<file path="src/rtl/rvm_divider_pkg.sv">
// Shared constants and helpers for the RV32M iterative divide unit.
package rvm_divider_pkg;

    localparam int unsigned RVM_DIV_XLEN = 32;

    typedef logic [1:0] rvm_div_op_t;

    localparam rvm_div_op_t RVM_DIV_DIV  = 2'b00;
    localparam rvm_div_op_t RVM_DIV_DIVU = 2'b01;
    localparam rvm_div_op_t RVM_DIV_REM  = 2'b10;
    localparam rvm_div_op_t RVM_DIV_REMU = 2'b11;

    function automatic logic op_is_signed(rvm_div_op_t op);
        return (op == RVM_DIV_DIV) || (op == RVM_DIV_REM);
    endfunction

    function automatic logic op_is_rem(rvm_div_op_t op);
        return (op == RVM_DIV_REM) || (op == RVM_DIV_REMU);
    endfunction

endpackage

</file>
<file path="src/rtl/rvm_divider_if.sv">
// Request/response bundle between the execute-stage control FSM and the divider.
interface rvm_divider_if;

    logic                                          start;
    rvm_divider_pkg::rvm_div_op_t                  op;
    logic [rvm_divider_pkg::RVM_DIV_XLEN-1:0]      lhs;
    logic [rvm_divider_pkg::RVM_DIV_XLEN-1:0]      rhs;
    logic                                          busy;
    logic                                          done;
    logic [rvm_divider_pkg::RVM_DIV_XLEN-1:0]      result;

    modport master (
        output start,
        output op,
        output lhs,
        output rhs,
        input  busy,
        input  done,
        input  result
    );

    modport slave (
        input  start,
        input  op,
        input  lhs,
        input  rhs,
        output busy,
        output done,
        output result
    );

endinterface

</file>
<file path="src/rtl/rvm_div_step.sv">
// One radix-2 restoring division step: shift {rem,quo} left, trial-subtract, select.
module rvm_div_step #(
    parameter int unsigned Width = 32
) (
    input  logic [Width:0]   rem,
    input  logic [Width-1:0] quo,
    input  logic [Width-1:0] divisor,
    output logic [Width:0]   rem_next,
    output logic [Width-1:0] quo_next,
    output logic             qbit
);

    logic [Width:0]   shifted;
    logic [Width+1:0] trial;
    logic             unused_rem_msb;

    // The restored remainder is always below the divisor, so its top bit is zero.
    assign unused_rem_msb = rem[Width];

    always_comb begin
        shifted  = {rem[Width-1:0], quo[Width-1]};
        trial    = {1'b0, shifted} - {2'b00, divisor};
        qbit     = ~trial[Width+1];
        rem_next = qbit ? trial[Width:0] : shifted;
        quo_next = {quo[Width-2:0], qbit};
    end

endmodule

</file>
<file path="src/rtl/rvm_divider.sv">
// RV32M DIV/DIVU/REM/REMU iterative divider, one quotient bit per cycle.
// Optional RVM_DIV_EARLY_OUT_EN skips the iteration loop for /0, overflow and /1.
module rvm_divider
    import rvm_divider_pkg::*;
#(
    parameter int unsigned XLEN = RVM_DIV_XLEN
) (
    input logic          clk,
    input logic          reset,
    rvm_divider_if.slave bus
);

    typedef enum logic [1:0] {
        StIdle,
        StRun,
        StFix,
        StDone
    } state_e;

    localparam logic [XLEN-1:0] MinNeg = {1'b1, {(XLEN-1){1'b0}}};
    localparam logic [XLEN-1:0] AllOnes = {XLEN{1'b1}};

    state_e          state_q, state_d;
    rvm_div_op_t     op_q, op_d;
    logic [XLEN:0]   rem_q, rem_d;
    logic [XLEN-1:0] quo_q, quo_d;
    logic [XLEN-1:0] divisor_q, divisor_d;
    logic [XLEN-1:0] lhs_q, lhs_d;
    logic            qneg_q, qneg_d;
    logic            rneg_q, rneg_d;
    logic            dz_q, dz_d;
    logic            ovf_q, ovf_d;
    logic [4:0]      cnt_q, cnt_d;
    logic [XLEN-1:0] result_q, result_d;
    logic            busy_q, busy_d;
    logic            done_q, done_d;
`ifdef RVM_DIV_EARLY_OUT_EN
    logic            one_q, one_d;
`endif

    logic [XLEN:0]   step_rem;
    logic [XLEN-1:0] step_quo;
    logic            qbit_unused;
    logic            is_signed;
    logic [XLEN-1:0] q_fin;
    logic [XLEN-1:0] r_fin;

    rvm_div_step #(
        .Width (XLEN)
    ) u_step (
        .rem      (rem_q),
        .quo      (quo_q),
        .divisor  (divisor_q),
        .rem_next (step_rem),
        .quo_next (step_quo),
        .qbit     (qbit_unused)
    );

    always_comb begin
        state_d   = state_q;
        op_d      = op_q;
        rem_d     = rem_q;
        quo_d     = quo_q;
        divisor_d = divisor_q;
        lhs_d     = lhs_q;
        qneg_d    = qneg_q;
        rneg_d    = rneg_q;
        dz_d      = dz_q;
        ovf_d     = ovf_q;
        cnt_d     = cnt_q;
        result_d  = result_q;
        busy_d    = busy_q;
        done_d    = 1'b0;
`ifdef RVM_DIV_EARLY_OUT_EN
        one_d     = one_q;
`endif
        is_signed = op_is_signed(bus.op);
        q_fin     = quo_q;
        r_fin     = rem_q[XLEN-1:0];

        unique case (state_q)
            StIdle: begin
                // busy_q still set here means this is the done cycle; start is ignored.
                if (bus.start && !busy_q) begin
                    op_d      = bus.op;
                    lhs_d     = bus.lhs;
                    quo_d     = (is_signed && bus.lhs[XLEN-1]) ? -bus.lhs : bus.lhs;
                    divisor_d = (is_signed && bus.rhs[XLEN-1]) ? -bus.rhs : bus.rhs;
                    qneg_d    = is_signed && (bus.lhs[XLEN-1] ^ bus.rhs[XLEN-1]);
                    rneg_d    = is_signed && bus.lhs[XLEN-1];
                    dz_d      = (bus.rhs == '0);
                    ovf_d     = is_signed && (bus.lhs == MinNeg) && (bus.rhs == AllOnes);
                    rem_d     = '0;
                    cnt_d     = '0;
                    busy_d    = 1'b1;
                    state_d   = StRun;
`ifdef RVM_DIV_EARLY_OUT_EN
                    one_d     = (bus.rhs == {{(XLEN-1){1'b0}}, 1'b1});
                    if (dz_d || ovf_d || one_d) begin
                        state_d = StFix;
                    end
`endif
                end else begin
                    busy_d = 1'b0;
                end
            end
            StRun: begin
                rem_d = step_rem;
                quo_d = step_quo;
                cnt_d = cnt_q + 5'd1;
                if (cnt_q == 5'd31) begin
                    state_d = StFix;
                end
            end
            StFix: begin
                q_fin = qneg_q ? -quo_q : quo_q;
                r_fin = rneg_q ? -rem_q[XLEN-1:0] : rem_q[XLEN-1:0];
`ifdef RVM_DIV_EARLY_OUT_EN
                if (one_q) begin
                    q_fin = lhs_q;
                    r_fin = '0;
                end
`endif
                if (dz_q) begin
                    q_fin = AllOnes;
                    r_fin = lhs_q;
                end else if (ovf_q) begin
                    q_fin = MinNeg;
                    r_fin = '0;
                end
                result_d = op_is_rem(op_q) ? r_fin : q_fin;
                state_d  = StDone;
            end
            StDone: begin
                // done is registered, so it appears in the cycle after this one.
                done_d  = 1'b1;
                state_d = StIdle;
            end
            default: begin
                state_d = StIdle;
            end
        endcase
    end

    always_ff @(posedge clk) begin
        if (reset) begin
            state_q   <= StIdle;
            op_q      <= '0;
            rem_q     <= '0;
            quo_q     <= '0;
            divisor_q <= '0;
            lhs_q     <= '0;
            qneg_q    <= 1'b0;
            rneg_q    <= 1'b0;
            dz_q      <= 1'b0;
            ovf_q     <= 1'b0;
            cnt_q     <= '0;
            result_q  <= '0;
            busy_q    <= 1'b0;
            done_q    <= 1'b0;
`ifdef RVM_DIV_EARLY_OUT_EN
            one_q     <= 1'b0;
`endif
        end else begin
            state_q   <= state_d;
            op_q      <= op_d;
            rem_q     <= rem_d;
            quo_q     <= quo_d;
            divisor_q <= divisor_d;
            lhs_q     <= lhs_d;
            qneg_q    <= qneg_d;
            rneg_q    <= rneg_d;
            dz_q      <= dz_d;
            ovf_q     <= ovf_d;
            cnt_q     <= cnt_d;
            result_q  <= result_d;
            busy_q    <= busy_d;
            done_q    <= done_d;
`ifdef RVM_DIV_EARLY_OUT_EN
            one_q     <= one_d;
`endif
        end
    end

    assign bus.busy   = busy_q;
    assign bus.done   = done_q;
    assign bus.result = result_q;

endmodule

</file>
<file path="src/flat_wrapper.sv">
// flat-port wrapper written by rule: the top's interface ports become plain ports
module rvm_divider_flat import rvm_divider_pkg::*;
#(
    parameter int unsigned XLEN = RVM_DIV_XLEN
)
  (clk, reset, bus_start, bus_op, bus_lhs, bus_rhs, bus_busy, bus_done, bus_result);
  rvm_divider_if bus_i ();
  input logic clk;
  input logic reset;
  input wire logic [$bits(bus_i.start)-1:0] bus_start;
  input wire logic [$bits(bus_i.op)-1:0] bus_op;
  input wire logic [$bits(bus_i.lhs)-1:0] bus_lhs;
  input wire logic [$bits(bus_i.rhs)-1:0] bus_rhs;
  output wire logic [$bits(bus_i.busy)-1:0] bus_busy;
  output wire logic [$bits(bus_i.done)-1:0] bus_done;
  output wire logic [$bits(bus_i.result)-1:0] bus_result;
  assign bus_i.start = bus_start;
  assign bus_i.op = bus_op;
  assign bus_i.lhs = bus_lhs;
  assign bus_i.rhs = bus_rhs;
  assign bus_busy = bus_i.busy;
  assign bus_done = bus_i.done;
  assign bus_result = bus_i.result;
  rvm_divider #(.XLEN(XLEN)) u_core (.clk(clk), .reset(reset), .bus(bus_i));
endmodule
</file>
<file path="config.mk">
export PLATFORM = sky130hd
export DESIGN_NAME = rvm_divider_flat
export DESIGN_NICKNAME = d
export VERILOG_FILES = /design/src/rtl/rvm_divider_pkg.sv /design/src/rtl/rvm_divider_if.sv /design/src/rtl/rvm_div_step.sv /design/src/rtl/rvm_divider.sv /design/src/flat_wrapper.sv
export SDC_FILE = /design/constraint.sdc
export NUM_CORES = 1
export LEC_CHECK = 0
export CORE_ASPECT_RATIO = 1.2
export CORE_UTILIZATION = 64
export DETAILED_ROUTE_END_ITERATION = 10
export GPL_ROUTABILITY_DRIVEN = 0
export PLACE_DENSITY = 0.95
export SYNTH_ARGS = -nofsm -noshare
export SYNTH_HDL_FRONTEND = slang
export SYNTH_SLANG_ARGS = --single-unit
</file>
<file path="constraint.sdc">
create_clock -name clk -period 4.7 [get_ports clk]
set_input_delay 1.175 -clock clk [delete_from_list [all_inputs] [get_ports clk]]
set_output_delay 1.175 -clock clk [all_outputs]
set_load 0.01 [all_outputs]
</file>
* Yosys cells after proc, flatten, opt, wreduce, memory -nomap -nowiden
Cells that the tools add are included.
** Operators by class
- $add $sub $neg :: 6
- Equal/unequal tests :: 11
- Muxes and demuxes :: 21
- Bitwise gates (word level) :: 2
- Reduce and logical (&&, ||, !) cells :: 16
** Operator list (count)
- two-way mux 32 bit :: 12
- negation 32 bit :: 4
- one-hot mux 32 bit (2 select lines) :: 2
- == test 32 bit, second input constant :: 2
- subtractor 33 x 32 -> 34 bit :: 1
- logical NOT 32 bit :: 1
- == test 2 bit, second input constant :: 5
- one-hot mux 5 bit (2 select lines) :: 1
- one-hot mux 2 bit (4 select lines) :: 1
- logical AND 1 bit :: 6
- AND reduction 2 bit :: 3
- adder 5 x 1 -> 5 bit, second input constant :: 1
- == test 5 bit, second input constant :: 1
- two-way mux 5 bit :: 1
- logical NOT 2 bit :: 2
- two-way mux 2 bit :: 2
- != test 2 x 1 -> 1 bit, second input constant :: 2
- == test 2 x 1 -> 1 bit, second input constant :: 1
- logical OR 1 bit :: 2
- two-way mux 1 bit :: 2
- nonzero test 2 bit :: 1
- logical NOT 1 bit :: 1
- NOT 1 bit :: 1
- bitwise XOR 1 bit :: 1
** Storage, ports and cells
- Flip-flop bits (word level) :: 175
- Logic and storage cells :: 70

* Depth between registers and ports, before layout
Gate-level depths: netlist of the first run.
- Word-level depth :: 6
- Depth in mapped cells :: 13

* Cells and area by module
From an unflattened synthesis of the first run, not the netlist that was laid out.
** Unflattened totals
- Cell total of the unflattened synthesis :: 1810
- Area total of the unflattened synthesis :: 13449.1 sq um
** Modules (own cells, without submodules)
- rvm_divider :: times used 1, cells each 1408, area each 10830.4 sq um, sequential area each 3503.4 sq um
- rvm_div_step :: times used 1, cells each 402, area each 2618.8 sq um, sequential area each 0.0 sq um

* Worst setup path after synthesis of the first run
No wires, ideal clock.
- Kind :: in2reg
- Start :: in bus_rhs[10]
- End :: reg u_core.divisor_q[30]
- Arrival :: 3.179 ns
- Path slack :: 1.435 ns
- Stages :: 8
- Cells stage by stage :: or4_1 or3_1 nor3_2 and3_1 nand2_1 o41ai_1 xor2_1 a211oi_1
** Between the ends
- Cells in the longest elaborated chain, start to end :: 2
** RTL lines
- start, declared :: line flat_wrapper.sv:13 : input wire logic [$bits(bus_i.rhs)-1:0] bus_rhs;
- negation 32 bit :: line rvm_divider.sv:88 : divisor_d = (is_signed && bus.rhs[XLEN-1]) ? -bus.rhs : bus.rhs;
- two-way mux 32 bit :: line rvm_divider.sv:88
- end signal, assigned :: line rvm_divider.sv:169 : divisor_q <= divisor_d;
- end, declared :: line rvm_divider.sv:27 : logic [XLEN-1:0] divisor_q, divisor_d;
Every way passes these cells.
A chain may end at the register's enable or synchronous reset.

* Worst setup path after layout of the first run
- Start :: in bus_rhs[8]
- End :: reg u_core.divisor_q[30]
Same word-level chain as after synthesis.

==> impl_metrics.py, run 1 <==
metrics = {
    "die": {
        "initial_utilization_pct": 66.2,
        "fp.coreArea_um2": 17700,
        "std_cell_rows": 53,
        "die_x_um": 126,
        "io_pins": 103,
        "fp.dieArea_um2": 18900,
        "dieHeight_um": 150,
    },
    "sta": {
        "hold_violations": 0,
        "finalSetupTns_ns": 0,
        "skew_ns": 0.00860,
        "max_freq_ghz": 0.280,
        "setup_viol": 0,
        "period_share_pct": 76.0,
        "worst_slack_ns": 1.13,
        "slew_violations": 0,
        "rsz0062_at_grt": "false",
        "tightest_slew_ns": 1.27,
        "fin_crit_ns": 3.57,
        "slew_headroom_pct": 15.1,
    },
    "logic_synthesis": {
        "ys.flop_type": "dfxtp_1",
        "yosysSeqAreaShare_pct": 29.7,
        "synth-warning-count": 0,
        "synth_nets": 1687,
        "async_reset_ff_share_pct": 0,
        "ys_types": 69,
        "synth_area_um2": 11700,
        "synth_edf_count": 0,
        "synth_area_per_cell_um2": 7.45,
        "synth_cells": 1573,
        "synth_seq_cells": 174,
    },
    "detailed_routing": {
        "wl_met1_um": 13200,
        "vias": 12602,
        "drt_iter0_markers": 1875,
        "antenna_left": 0,
        "drc_errors": 8,
        "top_layer_used": "met4",
        "dr.pass1.iters": 11,
        "routed_wl_um": 36200,
        "post_drt_wl_per_cell_um": 19.7,
        "dr_wl_met2_um": 16800,
        "route.met3.wl_um": 3760,
        "via_per_inst": 6.85,
    },
    "global_route": {
        "grt_usage_pct": 38.5,
        "first_global_vias": 11898,
        "antenna_found_initial": 0,
        "grt_overflow": 0,
        "grt_pass1_wl_um": 58300,
        "grt_max_degree": 84,
    },
    "placed_design": {
        "placed_cell_area_um2": 12800,
        "dp_hpwl_um": 24500,
        "dpl_worst_slack_ns": 0.761,
        "portBuffers": 102,
    },
    "finish": {
        "syn2layout_area_growth_pct": 14.4,
        "num_antenna_cells": 0,
        "layout.nets": 1723,
        "design_area_um2": 13400,
        "final_util_pct": 75.7,
        "drive_gt1_share_pct": 4.94,
    },
    "pwr": {
        "power_mw": 6.84,
        "p_leak_nw": 5.24,
        "max-vdd-ir-drop_uv": 314,
        "power.density_nw_per_um2": 511,
    },
    "setup_path": {
        "crit_required_ns": 5.05,
        "cp_top_family": "simple AND/OR/NAND/NOR gates",
        "cp_slowest_cell": "or4_1",
        "crit_type": "primary input to register",
        "critPathCaptureType": "register",
        "start_kind": "primary input",
        "crit_start": "bus_rhs[8]",
        "cp_num_buf_inv": 1,
        "crit_chain": "clkdlybuf4s50_1, or4_1, or3_1, nor3_2, and3_1, nand2_1, o41ai_1, xor2_1, a211oi_1",
        "crit_arrival_ns": 3.92,
        "cp_slowest_stage_delay_ns": 0.56,
        "worstReg2RegStart": "u_core.quo_q[31]$_SDFFE_PP0P_",
        "crit_fanout": 5,
    },
    "run_status": {
        "status": "complete, but fails checks",
        "violations": "DRC",
    },
    "clocking": {
        "clock_latency_ns": 0.44,
        "clockRootBuffer": "clkbuf_16",
        "cts_hold_buf": 0,
        "path_clk_slew_ns": 0.07,
        "cts_tree": "built",
        "cts-resized-gates": 0,
        "clock_sinks": 174,
        "clockBufferDepth": 2,
        "post_cts_buffers": 0,
        "numCtsBuffers": 17,
        "cts_max_level": 4,
    },
    "min_path": {
        "hold_start": "u_core.lhs_q[22]$_SDFFE_PP0P_",
        "hold_path.class": "register to register",
    },
    "flow_run": {
        "cap_violations": 0,
    },
}
## flip-flops by register name, summed over array words and instances (netlist names)
signal,count
u_core.state_q,2
u_core.dz_q,1
u_core.rneg_q,1
u_core.bus.result,32
u_core.quo_q,32
u_core.bus.done,1
u_core.divisor_q,32
u_core.qneg_q,1
u_core.rem_q,32
u_core.lhs_q,32
u_core.ovf_q,1
u_core.bus.busy,1
u_core.op_q,1
u_core.cnt_q,5
## through the flow
stage | hold WS, ns | cells
floorplan | 0.433 | 1573
global placement | 0.438 | 1810
detailed placement | 0.445 | 1810
CTS | 0.456 | 1841
global route | 0.477 | 1841
finish | 0.460 | 1841
## worst reg2reg max path: cells and delay by family, from the launching register on
| kind | cells | cell delay (ns) |
|---|---|---|
| compound gates | 6 | 2.06 |
| mux | 1 | 0.10 |
| xor+xnor | 1 | 0.18 |
| flops | 1 | 0.30 |
| fa+ha+maj | 2 | 0.63 |
| buf+inv | 2 | 0.23 |
## metal layers
layer / vias to the layer above / track usage [%]
li1: 5678 / -
met1: 5788 / 44.4
met2: 925 / 64.7
met3: 211 / 6.97
met4: 0 / 28.0
met5: - / 0
## cells by family after synthesis
| group | Yosys count | synth area share [%] |
|---|---|---|
| compound gates | 468 | 25.0 |
| flops | 174 | 29.7 |
| simple gates | 552 | 21.6 |
| buf+inv | 161 | 5.38 |
| fa+ha+maj | 45 | 4.87 |
| xor+xnor | 136 | 10.2 |
| mux | 37 | 3.18 |
## placed cells by master (no fill, tap or decap), types with 25 or more instances in the layout
cell,n
nor2_1,159
clkdlybuf4s50_1,101
a211oi_1,32
mux2i_1,35
xor2_1,63
inv_1,55
o21ai_0,117
xnor2_1,73
a21oi_1,145
nand2_1,217
dfxtp_1,174
ha_1,43
nor3_1,25
## synthesized netlist by cell type, types with 32 or more instances
master    count  share of area, %
dfxtp_1     174                30
o21ai_0     118               5.0
nor2_1      161               5.2
a21oi_1     146               6.2
ha_1         44               4.7
xnor2_1      73               5.5
xor2_1       63               4.7
nand2_1     217               7.0
clkbuf_1     92               2.9
inv_1        55               1.8
a211oi_1     32               2.1
mux2i_1      35               3.0
## where the power goes
group | leakage, nW | internal (mW) | total [mW] | switching (mW)
clock network | 0.303 | 0.905 | 1.54 | 0.633
registers | 1.42 | 1.81 | 2.13 | 0.321
logic | 3.52 | 1.20 | 3.18 | 1.97
total | 5.24 | 3.92 | 6.84 | 2.93
## final cells by class
type,count,area (um2)
clock buffers,18,439
well taps,220,275
clock inverters,13,189
repair buffers,122,1170
multi-input cells,1238,7630
inverters,56,210
flip-flops and latches,174,3480
fillers,1208,4310
## path summary, 6_finish.rpt
kind,to,slack [ns],cells after the start
worst max-delay path,u_core.divisor_q[30]$_SDFFE_PP0P_,1.13,9
worst min-delay path,u_core.lhs_q[22]$_SDFFE_PP0P_,0.46,2
worst min register to register,u_core.lhs_q[22]$_SDFFE_PP0P_,0.46,2
worst max register to register,u_core.rem_q[18]$_SDFFE_PP0P_,1.14,12
(Power assumes the default switching activity.)
==> run 2: changes to the inputs <==
Settings changed: CORE_UTILIZATION 64 to 53, PLACE_DENSITY 0.95 to 0.85.
Clock period 4.7 ns to 3.2 ns, I/O delays scaled along.
==> impl_metrics.py, run 2 (synthesized netlist as in run 1, its figures left out) <==
metrics = {
    "clocking": {
        "cts_tree": "built",
        "cts_hold_buf": 0,
        "clock_sinks": 174,
        "clockRootBuffer": "clkbuf_16",
        "cts_max_level": 4,
        "clockBufferDepth": 2,
        "numCtsBuffers": 17,
        "path_clk_slew_ns": 0.07,
        "clock_latency_ns": 0.45,
    },
    "finish": {
        "multi_input_area_um2": 7660,
        "num_antenna_cells": 0,
        "final_common_cell": "nand2_1",
        "stdcell_count": 1975,
        "drive_gt1_share_pct": 9.82,
        "n_fill_cell": 1714,
        "design_area_um2": 14100,
        "layout.nets": 1805,
        "regArea_um2": 3490,
        "syn2layout_area_growth_pct": 20.7,
        "mostFrequentLayoutCells": "217 x nand2_1, 172 x dfxtp_1, 159 x nor2_1",
    },
    "pwr": {
        "comb_power_share_pct": 47.2,
        "switching_share_pct": 41.9,
        "switchingPower_mw": 4.25,
        "clkPwrFrac_pct": 22.0,
        "p_leak_nw": 5.66,
        "p_int_mw": 5.89,
        "power.density_nw_per_um2": 716,
        "max-vdd-ir-drop_uv": 431,
        "p_seq_share_pct": 30.8,
    },
    "sta": {
        "tightest_slew_ns": 0.904,
        "slew_headroom_pct": 39.5,
        "period_share_pct": 95.9,
        "skew_ns": 0.0106,
        "slew_violations": 0,
        "fin_crit_ns": 3.07,
        "holdWs_ns": 0.453,
        "setup_viol": 0,
        "finalSetupTns_ns": 0,
        "hold_violations": 0,
        "max_freq_ghz": 0.326,
        "worst_slack_ns": 0.131,
    },
    "placed_design": {
        "placed_cell_area_um2": 13500,
        "dpl_worst_slack_ns": -0.0970,
        "dp_hpwl_um": 26200,
        "dp_cells": 1944,
        "portBuffers": 102,
    },
    "setup_path": {
        "crit_type": "register to register",
        "crit_arrival_ns": 3.40,
        "start_kind": "register",
        "crit_chain": "inv_1, ha_1, and3_1, and2_1, a22oi_1, a31oi_1, or3_4, a31oi_4, buf_4, mux2i_1, a22o_1",
        "cp_slowest_cell": "or3_4",
        "cp_top_family": "compound AO/OA/AOI/OAI gates",
        "critPathCaptureType": "register",
        "cp_num_buf_inv": 2,
        "cp_slowest_stage_delay_ns": 0.45,
        "crit_required_ns": 3.53,
        "crit_fanout": 12,
    },
    "global_route": {
        "grt_pass1_wl_um": 58300,
        "grt_usage_pct": 32.7,
        "grt_max_degree": 72,
        "grt.met2_usage_pct": 54.6,
        "use_met1_pct": 37.4,
        "antenna_found_initial": 1,
        "grt_util_met3_pct": 6.57,
        "grt_overflow": 0,
        "top_usage_layer": "met2",
        "first_global_vias": 11760,
    },
    "detailed_routing": {
        "vias": 12512,
        "drt_iter0_markers": 1427,
        "post_drt_wl_per_cell_um": 18.5,
        "drc_errors": 0,
        "antenna_left": 0,
        "via_per_inst": 6.34,
        "dr.pass1.iters": 6,
        "routed_wl_um": 36600,
    },
    "die": {
        "io_pins": 103,
        "dieHeight_um": 165,
        "die_x_um": 138,
        "fp.dieArea_um2": 22700,
        "std_cell_rows": 59,
        "initial_utilization_pct": 54.0,
        "fp.coreArea_um2": 21700,
    },
    "run_status": {
        "status": "finished clean",
    },
    "flow_run": {
        "cap_violations": 0,
    },
    "min_path": {
        "hold_path.class": "register to register",
    },
}
[run 2: changes by cell type in the layout (fill, tap and decap cells not counted), moves of 2 or more]
cell,before,now
ha_2,1,4
buf_4,21,100
o21ai_1,6,8
buf_12,0,2
o21ai_0,117,115
dfxtp_1,174,172
clkinv_2,2,0
ha_1,43,40
dfxtp_2,0,2
[run 2: tightest hold or removal path: cells and delay by family, from the launching register on]
family / cells / cell delay [ns]
flops: 1 / 0.31
simple gates: 1 / 0.05
compound gates: 1 / 0.05
[run 2: layout make-up]
type | count | share of cell area [%]
Multi-Input combinational cell | 1238 | 54.2
Sequential cell | 174 | 24.6
Timing Repair Buffer | 204 | 12.9
Clock buffer | 20 | 3.23
Tap cell | 274 | 2.42
Inverter | 56 | 1.49
Clock inverter | 9 | 1.14
[run 2: power groups by stage]
stage | Combinational, mW | Sequential (mW) | Clock [mW]
2_1_floorplan | 3.20 | 3.04 | 0
3_3_place_gp | 4.46 | 3.11 | 0
3_5_place_dp | 4.59 | 3.13 | 0
4_1_cts | 4.65 | 3.09 | 2.23
5_1_grt | 5.22 | 3.17 | 2.33
6_report | 4.79 | 3.12 | 2.23
[run 2: path summary, 6_finish.rpt]
check                                     from                       endpoint  slack [ns]  cells past startpoint
min              u_core.lhs_q[19]$_SDFFE_PP0P_  u_core.lhs_q[19]$_SDFFE_PP0P_        0.45                      2
min reg2reg      u_core.lhs_q[19]$_SDFFE_PP0P_  u_core.lhs_q[19]$_SDFFE_PP0P_        0.45                      2
max reg2reg  u_core.divisor_q[22]$_SDFFE_PP0P_   u_core.rem_q[0]$_SDFFE_PP0P_        0.13                     11
max          u_core.divisor_q[22]$_SDFFE_PP0P_   u_core.rem_q[0]$_SDFFE_PP0P_        0.13                     11
[run 2: stage by stage]
step / util [%] / total power, mW
after detailed placement: 62.0 / 7.72
after CTS: 64.9 / 9.97
after global routing: 65.2 / 10.7
after floorplan: - / 6.24
after global placement: 62.0 / 7.57
final: 65.2 / 10.1
[run 2: per-layer routing]
layer  share of wire (%)  up-vias
li1                    -     5847
met1                  38     5764
met4                 6.3        2
met2                  48      713
met3                 8.4      186
met5               0.035        -
[run 2: timing repair]
item | 4_1_cts | 5_1_grt
resized for setup | 0 | 10
endpoints found under the hold margin | 0 | 0
setup buffers | 0 | 1
setup endpoints to repair | 0 | 32
